**src/rtl/mem_master_pkg.sv**
```systemverilog
// Shared types and defaults for the byte-serialising memory word master.
package mem_master_pkg;

   typedef enum logic [1:0] {IDLE, STROBE, RELEASE, DONE} mm_state_t;

   localparam int unsigned ARCH_SIZE_DEFAULT      = 16;
   localparam int unsigned TIMEOUT_CYCLES_DEFAULT = 64;

   function automatic int unsigned bytes_of(input int unsigned arch_size);
      return arch_size / 8;
   endfunction

endpackage

```
**src/rtl/mem_timeout_counter.sv**
```systemverilog
// Saturating wait counter; expired rises once TIMEOUT_CYCLES enabled cycles have elapsed since clear.
module mem_timeout_counter
   import mem_master_pkg::*;
#(
   parameter int unsigned TIMEOUT_CYCLES = TIMEOUT_CYCLES_DEFAULT
) (
   input  logic clk,
   input  logic reset,
   input  logic clear,
   input  logic enable,
   output logic expired
);

   localparam int unsigned CW = $clog2(TIMEOUT_CYCLES + 1);
   localparam logic [CW-1:0] LIMIT = CW'(TIMEOUT_CYCLES - 1);

   logic [CW-1:0] count_q, count_d;

   // Expiry is judged at the edge that closes the TIMEOUT_CYCLES-th waiting cycle.
   assign expired = (count_q == LIMIT);

   always_comb begin
      count_d = count_q;
      if (clear) begin
         count_d = '0;
      end else if (enable && !expired) begin
         count_d = count_q + CW'(1);
      end
   end

   always_ff @(posedge clk) begin
      if (reset) count_q <= '0;
      else       count_q <= count_d;
   end

endmodule

```
**src/rtl/mem_word_master.sv**
```systemverilog
// Word load/store master that walks a word through a byte-wide read/write/ready
// responder, LSB first, with return-to-zero handshaking and a per-phase timeout.
module mem_word_master
   import mem_master_pkg::*;
#(
   parameter int unsigned ARCH_SIZE      = ARCH_SIZE_DEFAULT,
   parameter int unsigned TIMEOUT_CYCLES = TIMEOUT_CYCLES_DEFAULT
) (
   input  logic                 clk,
   input  logic                 reset,
   input  logic                 req_valid,
   input  logic                 req_write,
   input  logic [ARCH_SIZE-1:0] req_addr,
   input  logic [ARCH_SIZE-1:0] req_wdata,
   output logic                 req_ready,
   output logic                 rsp_valid,
   output logic [ARCH_SIZE-1:0] rsp_rdata,
   output logic                 rsp_error,
   output logic                 mem_read,
   output logic                 mem_write,
   output logic [ARCH_SIZE-1:0] mem_address,
   output logic [7:0]           mem_write_value,
   input  logic [7:0]           mem_read_value,
   input  logic                 mem_ready
);

   localparam int unsigned BYTES = bytes_of(ARCH_SIZE);
   localparam int unsigned IDXW  = (BYTES > 1) ? $clog2(BYTES) : 1;
   localparam logic [IDXW-1:0] LAST_IDX = IDXW'(BYTES - 1);

   mm_state_t              state_q, state_d;
   logic [IDXW-1:0]        idx_q, idx_d, idx_next;
   logic                   write_q, write_d;
   logic                   abort_q, abort_d;
   logic [ARCH_SIZE-1:0]   base_q, base_d;
   logic [ARCH_SIZE-1:0]   wdata_q, wdata_d;
   logic [ARCH_SIZE-1:0]   rdata_q, rdata_d;
   logic                   req_ready_q, req_ready_d;
   logic                   rsp_valid_q, rsp_valid_d;
   logic                   rsp_error_q, rsp_error_d;
   logic [ARCH_SIZE-1:0]   rsp_rdata_q, rsp_rdata_d;
   logic                   mem_read_q, mem_read_d;
   logic                   mem_write_q, mem_write_d;
   logic [ARCH_SIZE-1:0]   mem_addr_q, mem_addr_d;
   logic [7:0]             mem_wval_q, mem_wval_d;
   logic                   tmr_clear, tmr_enable, tmr_expired;

   assign idx_next   = idx_q + IDXW'(1);
   assign tmr_clear  = (state_d != state_q);
   assign tmr_enable = (state_q == STROBE) || (state_q == RELEASE);

   mem_timeout_counter #(.TIMEOUT_CYCLES(TIMEOUT_CYCLES)) u_timeout (
      .clk     (clk),
      .reset   (reset),
      .clear   (tmr_clear),
      .enable  (tmr_enable),
      .expired (tmr_expired)
   );

   // Next-state and registered-output logic.
   always_comb begin
      state_d     = state_q;
      idx_d       = idx_q;
      write_d     = write_q;
      abort_d     = abort_q;
      base_d      = base_q;
      wdata_d     = wdata_q;
      rdata_d     = rdata_q;
      rsp_valid_d = 1'b0;
      rsp_error_d = rsp_error_q;
      rsp_rdata_d = rsp_rdata_q;
      mem_read_d  = mem_read_q;
      mem_write_d = mem_write_q;
      mem_addr_d  = mem_addr_q;
      mem_wval_d  = mem_wval_q;

      unique case (state_q)
         IDLE: begin
            if (req_valid) begin
               write_d     = req_write;
               base_d      = req_addr;
               wdata_d     = req_wdata;
               rdata_d     = '0;
               idx_d       = '0;
               abort_d     = 1'b0;
               mem_read_d  = !req_write;
               mem_write_d = req_write;
               mem_addr_d  = req_addr;
               mem_wval_d  = req_wdata[7:0];
               state_d     = STROBE;
            end
         end
         STROBE: begin
            // A ready already high on entry counts: combinational responders rely on it.
            if (mem_ready) begin
               if (!write_q) rdata_d[{idx_q, 3'b000} +: 8] = mem_read_value;
               mem_read_d  = 1'b0;
               mem_write_d = 1'b0;
               state_d     = RELEASE;
            end else if (tmr_expired) begin
               mem_read_d  = 1'b0;
               mem_write_d = 1'b0;
               abort_d     = 1'b1;
               state_d     = RELEASE;
            end
         end
         RELEASE: begin
            if (!mem_ready) begin
               if (abort_q || (idx_q == LAST_IDX)) begin
                  rsp_valid_d = 1'b1;
                  rsp_error_d = abort_q;
                  if (!write_q) rsp_rdata_d = rdata_q;
                  state_d     = DONE;
               end else begin
                  idx_d       = idx_next;
                  mem_read_d  = !write_q;
                  mem_write_d = write_q;
                  mem_addr_d  = base_q + ARCH_SIZE'(idx_next);
                  mem_wval_d  = wdata_q[{idx_next, 3'b000} +: 8];
                  state_d     = STROBE;
               end
            end else if (tmr_expired) begin
               abort_d     = 1'b1;
               rsp_valid_d = 1'b1;
               rsp_error_d = 1'b1;
               if (!write_q) rsp_rdata_d = rdata_q;
               state_d     = DONE;
            end
         end
         DONE: begin
            state_d = IDLE;
         end
         default: state_d = IDLE;
      endcase

      req_ready_d = (state_d == IDLE);
   end

   always_ff @(posedge clk) begin
      if (reset) begin
         state_q     <= IDLE;
         idx_q       <= '0;
         write_q     <= 1'b0;
         abort_q     <= 1'b0;
         base_q      <= '0;
         wdata_q     <= '0;
         rdata_q     <= '0;
         req_ready_q <= 1'b1;
         rsp_valid_q <= 1'b0;
         rsp_error_q <= 1'b0;
         rsp_rdata_q <= '0;
         mem_read_q  <= 1'b0;
         mem_write_q <= 1'b0;
         mem_addr_q  <= '0;
         mem_wval_q  <= '0;
      end else begin
         state_q     <= state_d;
         idx_q       <= idx_d;
         write_q     <= write_d;
         abort_q     <= abort_d;
         base_q      <= base_d;
         wdata_q     <= wdata_d;
         rdata_q     <= rdata_d;
         req_ready_q <= req_ready_d;
         rsp_valid_q <= rsp_valid_d;
         rsp_error_q <= rsp_error_d;
         rsp_rdata_q <= rsp_rdata_d;
         mem_read_q  <= mem_read_d;
         mem_write_q <= mem_write_d;
         mem_addr_q  <= mem_addr_d;
         mem_wval_q  <= mem_wval_d;
      end
   end

   assign req_ready       = req_ready_q;
   assign rsp_valid       = rsp_valid_q;
   assign rsp_rdata       = rsp_rdata_q;
   assign rsp_error       = rsp_error_q;
   assign mem_read        = mem_read_q;
   assign mem_write       = mem_write_q;
   assign mem_address     = mem_addr_q;
   assign mem_write_value = mem_wval_q;

endmodule

```
**config.mk**
```make
export PLATFORM = sky130hd
export DESIGN_NAME = mem_word_master
export DESIGN_NICKNAME = d
export VERILOG_FILES = /design/src/rtl/mem_master_pkg.sv /design/src/rtl/mem_timeout_counter.sv /design/src/rtl/mem_word_master.sv
export SDC_FILE = /design/constraint.sdc
export NUM_CORES = 1
export LEC_CHECK = 0
export BUFFER_PORTS_ARGS = -buffer_cell sky130_fd_sc_hd__clkbuf_2
export CAP_MARGIN = 15
export CELL_PAD_IN_SITES_DETAIL_PLACEMENT = 0
export CELL_PAD_IN_SITES_GLOBAL_PLACEMENT = 1
export CORE_MARGIN = 4
export CORE_UTILIZATION = 41
export DETAILED_ROUTE_END_ITERATION = 10
export PLACE_DENSITY_LB_ADDON = 0.1
export SYNTH_ARGS = -nofsm -noshare
export SYNTH_HDL_FRONTEND = slang
export SYNTH_SLANG_ARGS = --single-unit
```
**constraint.sdc**
```tcl
create_clock -name clk -period 2.5 [get_ports clk]
set_clock_uncertainty 0.2 [all_clocks]
set_input_delay 0.125 -clock clk [delete_from_list [all_inputs] [get_ports clk]]
set_output_delay 0.125 -clock clk [all_outputs]
set_load 0.02 [all_outputs]
```
==> results of run 1 <==
synth_stat cells, types with 3 or more instances:
master    instances  area [µm²]
o21ai_0          10        50.1
nand4_1          21         131
a21oi_1          67         335
nor3_1           17        85.1
dfxtp_1         105        2100
ha_1              7        87.6
a32o_1            3        30.0
nand3_1          13        65.1
nand2b_1          4        25.0
a211oi_1          7        52.6
o31a_1            5        43.8
clkinv_1          4        15.0
nor2_1           32         120
and2_1            3        18.8
xnor2_1           7        61.3
o31ai_1          16         120
nor4_1           10        62.6
or3_1             3        18.8
inv_1             9        33.8
nand2_1          97         364
mux2i_1          13         130
and4_1            4        35.0
clkbuf_1         30         113
a31oi_1           6        37.5
o211ai_1         13        97.6
buf_2            10        50.1
a22oi_1          16         120
o41ai_1           6        52.6
layout make-up:
| class | count | area, µm² | area share |
|---|---|---|---|
| repair buffers | 156 | 1050 | 0.169 |
| clock inverters | 3 | 68.8 | 0.0111 |
| multi-input cells | 411 | 2480 | 0.400 |
| clock buffers | 13 | 270 | 0.0436 |
| inverters | 13 | 48.8 | 0.00787 |
| well taps | 143 | 179 | 0.0288 |
| flip-flops and latches | 105 | 2100 | 0.339 |
registers in the layout, summed over array words and instances, names as in the netlist:
| name | count |
|---|---|
| abort_q | 1 |
| base_q | 16 |
| idx_q | 1 |
| mem_address | 16 |
| mem_read | 1 |
| mem_write | 1 |
| mem_write_value | 8 |
| rdata_q | 16 |
| req_ready | 1 |
| rsp_error | 1 |
| rsp_rdata | 16 |
| rsp_valid | 1 |
| state_q | 2 |
| u_timeout.count_q | 7 |
| wdata_q | 16 |
| write_q | 1 |
power groups by stage:
stage	Clock (mW)	Sequential, mW	Combinational, mW
floorplan	0	1.92	0.426
global placement	0	1.88	0.717
detailed placement	0	1.89	0.727
CTS	1.64	1.85	0.781
global route	1.71	1.86	0.866
finish	1.61	1.85	0.783
worst max-delay path, delay by kind of cell, from the launching register on:
family,cells,cell delay [ns]
adder cells (fa/ha/maj),1,0.30
AO/OA/AOI/OAI,2,0.52
AND/OR/NAND/NOR,2,0.57
flip-flops,1,0.39
buffers and inverters,2,0.29
cells by family (layout without fill, tap and decap cells):
| kind of cell | count (synthesis) | after routing |
|---|---|---|
| fa+ha+maj | 7 | 7 |
| flops | 105 | 105 |
| buf+inv | 57 | 185 |
| simple gates | 216 | 216 |
| mux | 14 | 14 |
| compound gates | 165 | 165 |
| xor+xnor | 9 | 9 |
path summary, 6_finish.rpt:
check | slack, ns | depth (start not counted) | end
worst max register to register | 0.1 | 7 | u_timeout.count_q[3]
worst min register to register | 0.26 | 2 | wdata_q[4]
worst max-delay path | 0.1 | 7 | u_timeout.count_q[3]
worst min-delay path | 0.06 | 3 | rsp_error
routing by layer:
metal	up-vias	GRT usage	wire, µm
met5	-	0	0
met4	0	0.0704	212
met3	13	0.0472	630
met2	96	0.334	6320
met1	2176	0.279	6430
li1	2336	-	-
repair_timing:
item,CTS,global route
gates resized for setup,0,3
hold buffers,41,0
endpoints found under the hold margin,73,0
endpoints found under the setup margin,0,32
==> results.ini, run 1 <==
[run_status]
status = finished, final reports clean

[floorplanning]
start_util = 0.420
die_w_um = 116
core_um2 = 11500
die_h_um = 116
die_area_um2 = 13500
boundaryPins = 90
rows = 39

[place]
place_inst = 787
place_ws_ns = 0.0286
gp_congestion = 0.771
post_dp_cell_area_um2 = 5440
hpwl_um = 8970
portBuffers = 89

[setup_path]
crit_path_start = state_q[1]
timing.rr.start = state_q[1]
cp-start-kind = flop
cp-end-kind = flop
arrival_ns = 2.43
crit_fanout = 9
slowest_stage = or3b_2
critPathKind = reg2reg
cpPeakStageDelay_ns = 0.46
worst_ep_required_time_ns = 2.53
worstPathCellList = inv_1 > ha_1 > buf_4 > or3b_2 > o311a_1 > o221ai_2 > nor3_1

[synth]
ys.flop_type = dfxtp_1
synth_fa_ha_area_frac = 0.0182
synth_edf_count = 0
yosysUniqueCellTypes = 55
avgSynthCellArea_um2 = 8.40
synth_compound_area_frac = 0.233
synthCells = 573
synth-seq-cells = 105
syn_area_um2 = 4810
yosys.area_share.simple = 0.216
yosys_warnings = 0
synth_top_family_by_area = compound AO/OA/AOI/OAI gates
yosysSeqAreaShare = 0.437
async_reset_ff_frac = 0
yosys.area_share.xor_xnor = 0.0164
syn_nets = 625
synthMuxAreaShare = 0.0294

[sta]
setup-violations-final = 0
drv_slew = 0
setup_ws_ns = 0.0975
max_freq_mhz = 416
min_period_over_period = 0.961
worst_pin_slew_ns = 0.892
slew_headroom = 0.404
hold_viol_final = 0
finalSetupTns_ns = 0
hold-worst-slack_ns = 0.0587
period_needed_ns = 2.40
rsz0062_at_grt = yes

[final_layout]
filler_cell_count = 1096
fin_util = 0.541
syn_to_final_growth_pct = 28.9
layout_commonest_cell = dfxtp_1
final_area_um2 = 6200
finalNonFillerCells = 844
antenna_cells = 0
final_cell_mix = dfxtp_1, nand2_1, clkbuf_2
nets = 748
drive_above_1_share = 0.208

[pwr]
powerDensity_nw_per_um2 = 684
swShare = 0.280
combPwrFrac = 0.185
power.leakage_nw = 2.32
pwr-share-clk = 0.380
seqPwrFrac = 0.436
worst_ir_drop_vdd_mv = 0.454
p_int_mw = 3.05
fin_total_pwr_mw = 4.24
power_switching_mw = 1.19

[drt]
ant_nets = 0
drt_iter0_markers = 288
vias = 4621
viasPerCell = 5.48
firstDrtPassIters = 4
routed_wl_um = 13600
routedWlPerCell_um = 16.1
drc = 0

[clock_tree]
postCtsSetupRepairBufs = 0
cts.sinks = 105
clock_latency_ns = 0.36
cts_tree = done
cts-buffers-inserted = 9
htreeDepth = 3
cts_root_buf = clkbuf_16
clk_pin_slew_ns = 0.07
clock_path_buffers = 2

[min_path]
hold_path_class = in2reg
worstHoldStart = mem_ready

[flow_run]
maxCapViolations = 0

[global_routing]
grtUsageTotal = 0.209
grt_pass1_vias = 4499
grt-ovfl-total = 0
antenna_found_initial = 0
grt_pass1_wl_um = 22400
grt_start_max_net_pins = 64

No activity file was read; power rests on OpenSTA's default activity.
==> run 2, diff against run 1 <==
BUFFER_PORTS_ARGS = -buffer_cell sky130_fd_sc_hd__buf_4   (was -buffer_cell sky130_fd_sc_hd__clkbuf_2)
RECOVER_POWER = 25   (was default)
==> results.ini, run 2 (synthesis gave the netlist of run 1 again) <==
[run_status]
status = finished, final reports clean

[clock_tree]
cts_tree = done
clk_pin_slew_ns = 0.07
clock_path_buffers = 2
clock_latency_ns = 0.36
postCtsSetupRepairBufs = 0
htreeDepth = 3
cts_root_buf = clkbuf_16
cts.sinks = 105
cts-buffers-inserted = 9

[min_path]
min_to = state_q[1]
hold_path_class = in2reg
worstHoldStart = req_valid
worst_hold_path.num_cells = 5

[pwr]
worst_ir_drop_vdd_mv = 0.406
power.leakage_nw = 2.23
powerDensity_nw_per_um2 = 676
fin_total_pwr_mw = 4.26

[global_routing]
grtUsageTotal = 0.208
antenna_found_initial = 0
grt_start_max_net_pins = 55
grt-ovfl-total = 0
grt_pass1_wl_um = 22600
grt_pass1_vias = 4574

[sta]
worst_pin_slew_ns = 0.587
drv_slew = 0
hold_viol_final = 0
slew_headroom = 0.609
min_period_over_period = 0.929
max_freq_mhz = 430
period_needed_ns = 2.32
rsz0062_at_grt = no
setup-violations-final = 0
finalSetupTns_ns = 0

[final_layout]
final_area_um2 = 6300
antenna_cells = 0
layout_commonest_cell = dfxtp_1
final_cell_mix = dfxtp_1, nand2_1, buf_4
drive_above_1_share = 0.155
syn_to_final_growth_pct = 30.9
nets = 748

[drt]
vias = 4631
ant_nets = 0
routed_wl_um = 13600
drc = 0
drt_iter0_markers = 357
firstDrtPassIters = 5
viasPerCell = 5.49
routedWlPerCell_um = 16.1

[setup_path]
worst_ep_required_time_ns = 2.57
worst_r2r_endpoint = mem_write
crit_path_start = state_q[0]
reg2reg_depth = 7
arrival_ns = 2.39
critPathKind = reg2reg
rrSetupSlack_ns = 0.18
timing.rr.start = state_q[0]
cp-start-kind = flop
cp-end-kind = flop
crit_fanout = 28

[floorplanning]
die_w_um = 116
core_um2 = 11500
die_area_um2 = 13500
start_util = 0.420
die_h_um = 116
rows = 39
boundaryPins = 90

[place]
hpwl_um = 8880
portBuffers = 89
gp_congestion = 0.878
post_dp_cell_area_um2 = 5670

[flow_run]
maxCapViolations = 0

==> run 2: changes by cell type in the layout (fill, tap and decap cells not counted), sizes merged <==
cell and change:
buf +50, clkbuf -55, clkinv -1, clkinvlp +2, dlygate4sd3 +1, inv +3
==> run 2: per-layer routing <==
| layer | routed length, µm | GRT usage | vias up | part of all wire |
|---|---|---|---|---|
| met4 | 247 | 0.0766 | 0 | 0.018 |
| li1 | - | - | 2345 | - |
| met1 | 6150 | 0.274 | 2141 | 0.45 |
| met5 | 0 | 0 | - | 0 |
| met3 | 790 | 0.0487 | 19 | 0.058 |
| met2 | 6360 | 0.333 | 126 | 0.47 |
==> run 2: how the worst max path moves through the flow <==
stage | endpoint | slack, ns | depth (start not counted)
after floorplan | u_timeout.count_q[2] | 0.28 | 7
after global placement | u_timeout.count_q[4] | 0.14 | 7
after detailed placement | u_timeout.count_q[5] | 0.07 | 7
after CTS | u_timeout.count_q[5] | 0.06 | 7
after global routing | u_timeout.count_q[2] | 0.008 | 6
final | mem_write | 0.18 | 7
==> run 2: area by class of cell <==
class | count | area (µm²)
inverters | 13 | 52.6
clock buffers | 9 | 225
fillers | 1110 | 5170
flip-flops and latches | 105 | 2100
clock inverters | 7 | 110
repair buffers | 156 | 1150
multi-input cells | 411 | 2480
well taps | 143 | 179
==> run 2: per-stage QoR <==
step | hold slack [ns] | std cells | util | setup WS (ns)
2_1_floorplan | 0.0610 | 573 | - | 0.276
3_3_place_gp | 0.173 | 786 | 0.494 | 0.139
3_5_place_dp | 0.181 | 786 | 0.494 | 0.0715
4_1_cts | 0.0535 | 844 | 0.560 | 0.0642
5_1_grt | 0.0914 | 844 | 0.549 | 0.00762
6_report | 0.0736 | 844 | 0.549 | 0.177
==> run 2: where the power goes <==
group / internal (mW) / switching [mW]
Clock: 0.903 / 0.707
Combinational: 0.328 / 0.470
Sequential: 1.78 / 0.0716
==> run 2: what timing repair did <==
| action | in CTS | in global routing |
|---|---|---|
| hold buffers | 42 | 0 |
| hold endpoints to repair | 76 | 0 |
| gates resized for setup | 0 | 3 |
| setup endpoints to repair | 0 | 9 |
==> run 2: worst max-delay path, stage by stage, from the launching register on <==
cell,delay (ns)
dfxtp_2,0.35
inv_1,0.12
ha_2,0.29
buf_4,0.37
clkinv_1,0.36
nor3_1,0.27
a21oi_1,0.06
o41ai_1,0.21
==> run 3, diff against run 2 <==
REMOVE_ABC_BUFFERS = 1   (was default)
==> results.ini, run 3 (synthesis gave the netlist of run 1 again) <==
[floorplanning]
die_area_um2 = 13500
core_um2 = 11500
boundaryPins = 90
die_h_um = 116
start_util = 0.420
rows = 39
die_w_um = 116

[final_layout]
final_cell_mix = dfxtp_1, nand2_1, buf_4
layout_commonest_cell = dfxtp_1
drive_above_1_share = 0.158
finalNonFillerCells = 846
syn_to_final_growth_pct = 31.5
antenna_cells = 0
nets = 751

[clock_tree]
clock_latency_ns = 0.35
postCtsSetupRepairBufs = 0
cts_tree = done
cts_root_buf = clkbuf_16
htreeDepth = 3
cts.sinks = 105
cts-buffers-inserted = 9
clk_pin_slew_ns = 0.07
clock_path_buffers = 2

[setup_path]
worstPathCellList = inv_1 > ha_1 > or3b_2 > o311a_1 > o221ai_2 > nor3_1
slowest_stage = or3b_2
crit_fanout = 8
worst_ep_required_time_ns = 2.52
cp_top_family = simple AND/OR/NAND/NOR gates
reg2reg_depth = 6
arrival_ns = 2.32
crit_buf_inv = 1
cp-end-kind = flop
critPathKind = reg2reg
cpPeakStageDelay_ns = 0.49
cp-start-kind = flop
cp.depth = 6

[sta]
hold_viol_final = 0
worst_pin_slew_ns = 0.498
min_period_over_period = 0.919
max_freq_mhz = 435
period_needed_ns = 2.30
finalSetupTns_ns = 0
slew_headroom = 0.667
rsz0062_at_grt = no
drv_slew = 0
setup-violations-final = 0

[place]
place_inst = 789
hpwl_um = 8830
portBuffers = 89
gp_congestion = 0.846

[run_status]
status = finished, final reports clean

[drt]
top_layer = met4
drt_iter0_markers = 296
routed_wl_um = 13400
wl_met2_um = 6360
wl_met1_um = 6280
viasPerCell = 5.48
vias = 4634
ant_nets = 0
routedWlPerCell_um = 15.8
firstDrtPassIters = 4
wl_met3_um = 619
drc = 0

[pwr]
power.leakage_nw = 2.25
powerDensity_nw_per_um2 = 672
worst_ir_drop_vdd_mv = 0.450

[global_routing]
grt_pass1_vias = 4384
grtUsageTotal = 0.205
antenna_found_initial = 0
grt-ovfl-total = 0
grt_start_max_net_pins = 95
grt_pass1_wl_um = 22100

[min_path]
worst_hold_path.num_cells = 5
hold_path_class = in2reg

[flow_run]
maxCapViolations = 0

==> run 3: path summary, 6_finish.rpt <==
kind | from | to | slack, ns
worst max-delay path | state_q[0] | u_timeout.count_q[6] | 0.20
worst min-delay path | req_valid | state_q[1] | 0.08
worst max register to register | state_q[0] | u_timeout.count_q[6] | 0.20
worst min register to register | wdata_q[2] | wdata_q[2] | 0.25
==> run 3: repair_timing <==
action / 4_1_cts / 5_1_grt
resized for setup: 0 / 2
hold buffers: 42 / 0
setup endpoints to repair: 0 / 2
hold endpoints to repair: 76 / 0
==> run 3: cell type report <==
cell class                 instances  area (µm²)
fill                            1088        5140
multi-input combinational        411        2480
sequential                       105        2100
timing repair buffer             159        1180
clock buffer                       9         225
tap                              143         179
clock inverter                     6         108
inverter                          13        48.8
==> run 3: metal layers <==
layer | GRT usage | up-vias
met3 | 0.0549 | 9
met4 | 0.0596 | 0
li1 | - | 2343
met1 | 0.269 | 2187
met5 | 0 | -
met2 | 0.333 | 95
==> run 3: where the power goes <==
| part | internal, mW | switching [mW] |
|---|---|---|
| clock | 0.969 | 0.622 |
| combinational | 0.340 | 0.471 |
| sequential | 1.78 | 0.0725 |
==> run 3: worst register-to-register path: stages, from the launching register on <==
cell	delay [ns]
dfxtp_1	0.44
inv_1	0.12
ha_1	0.30
or3b_2	0.49
o311a_1	0.14
o221ai_2	0.36
nor3_1	0.11
==> run 3: metrics by stage <==
stage           util  instance area (µm²)  hold WS, ns  worst slack, ns  power, mW
2_1_floorplan      -                 4620     -0.00593           -0.691       2.30
3_3_place_gp   0.497                 5700        0.173            0.213       2.66
3_5_place_dp   0.497                 5700        0.184            0.190       2.68
4_1_cts        0.563                 6460       0.0740            0.188       4.33
5_1_grt        0.552                 6330       0.0820           0.0485       4.46
6_report       0.552                 6330       0.0839            0.204       4.25
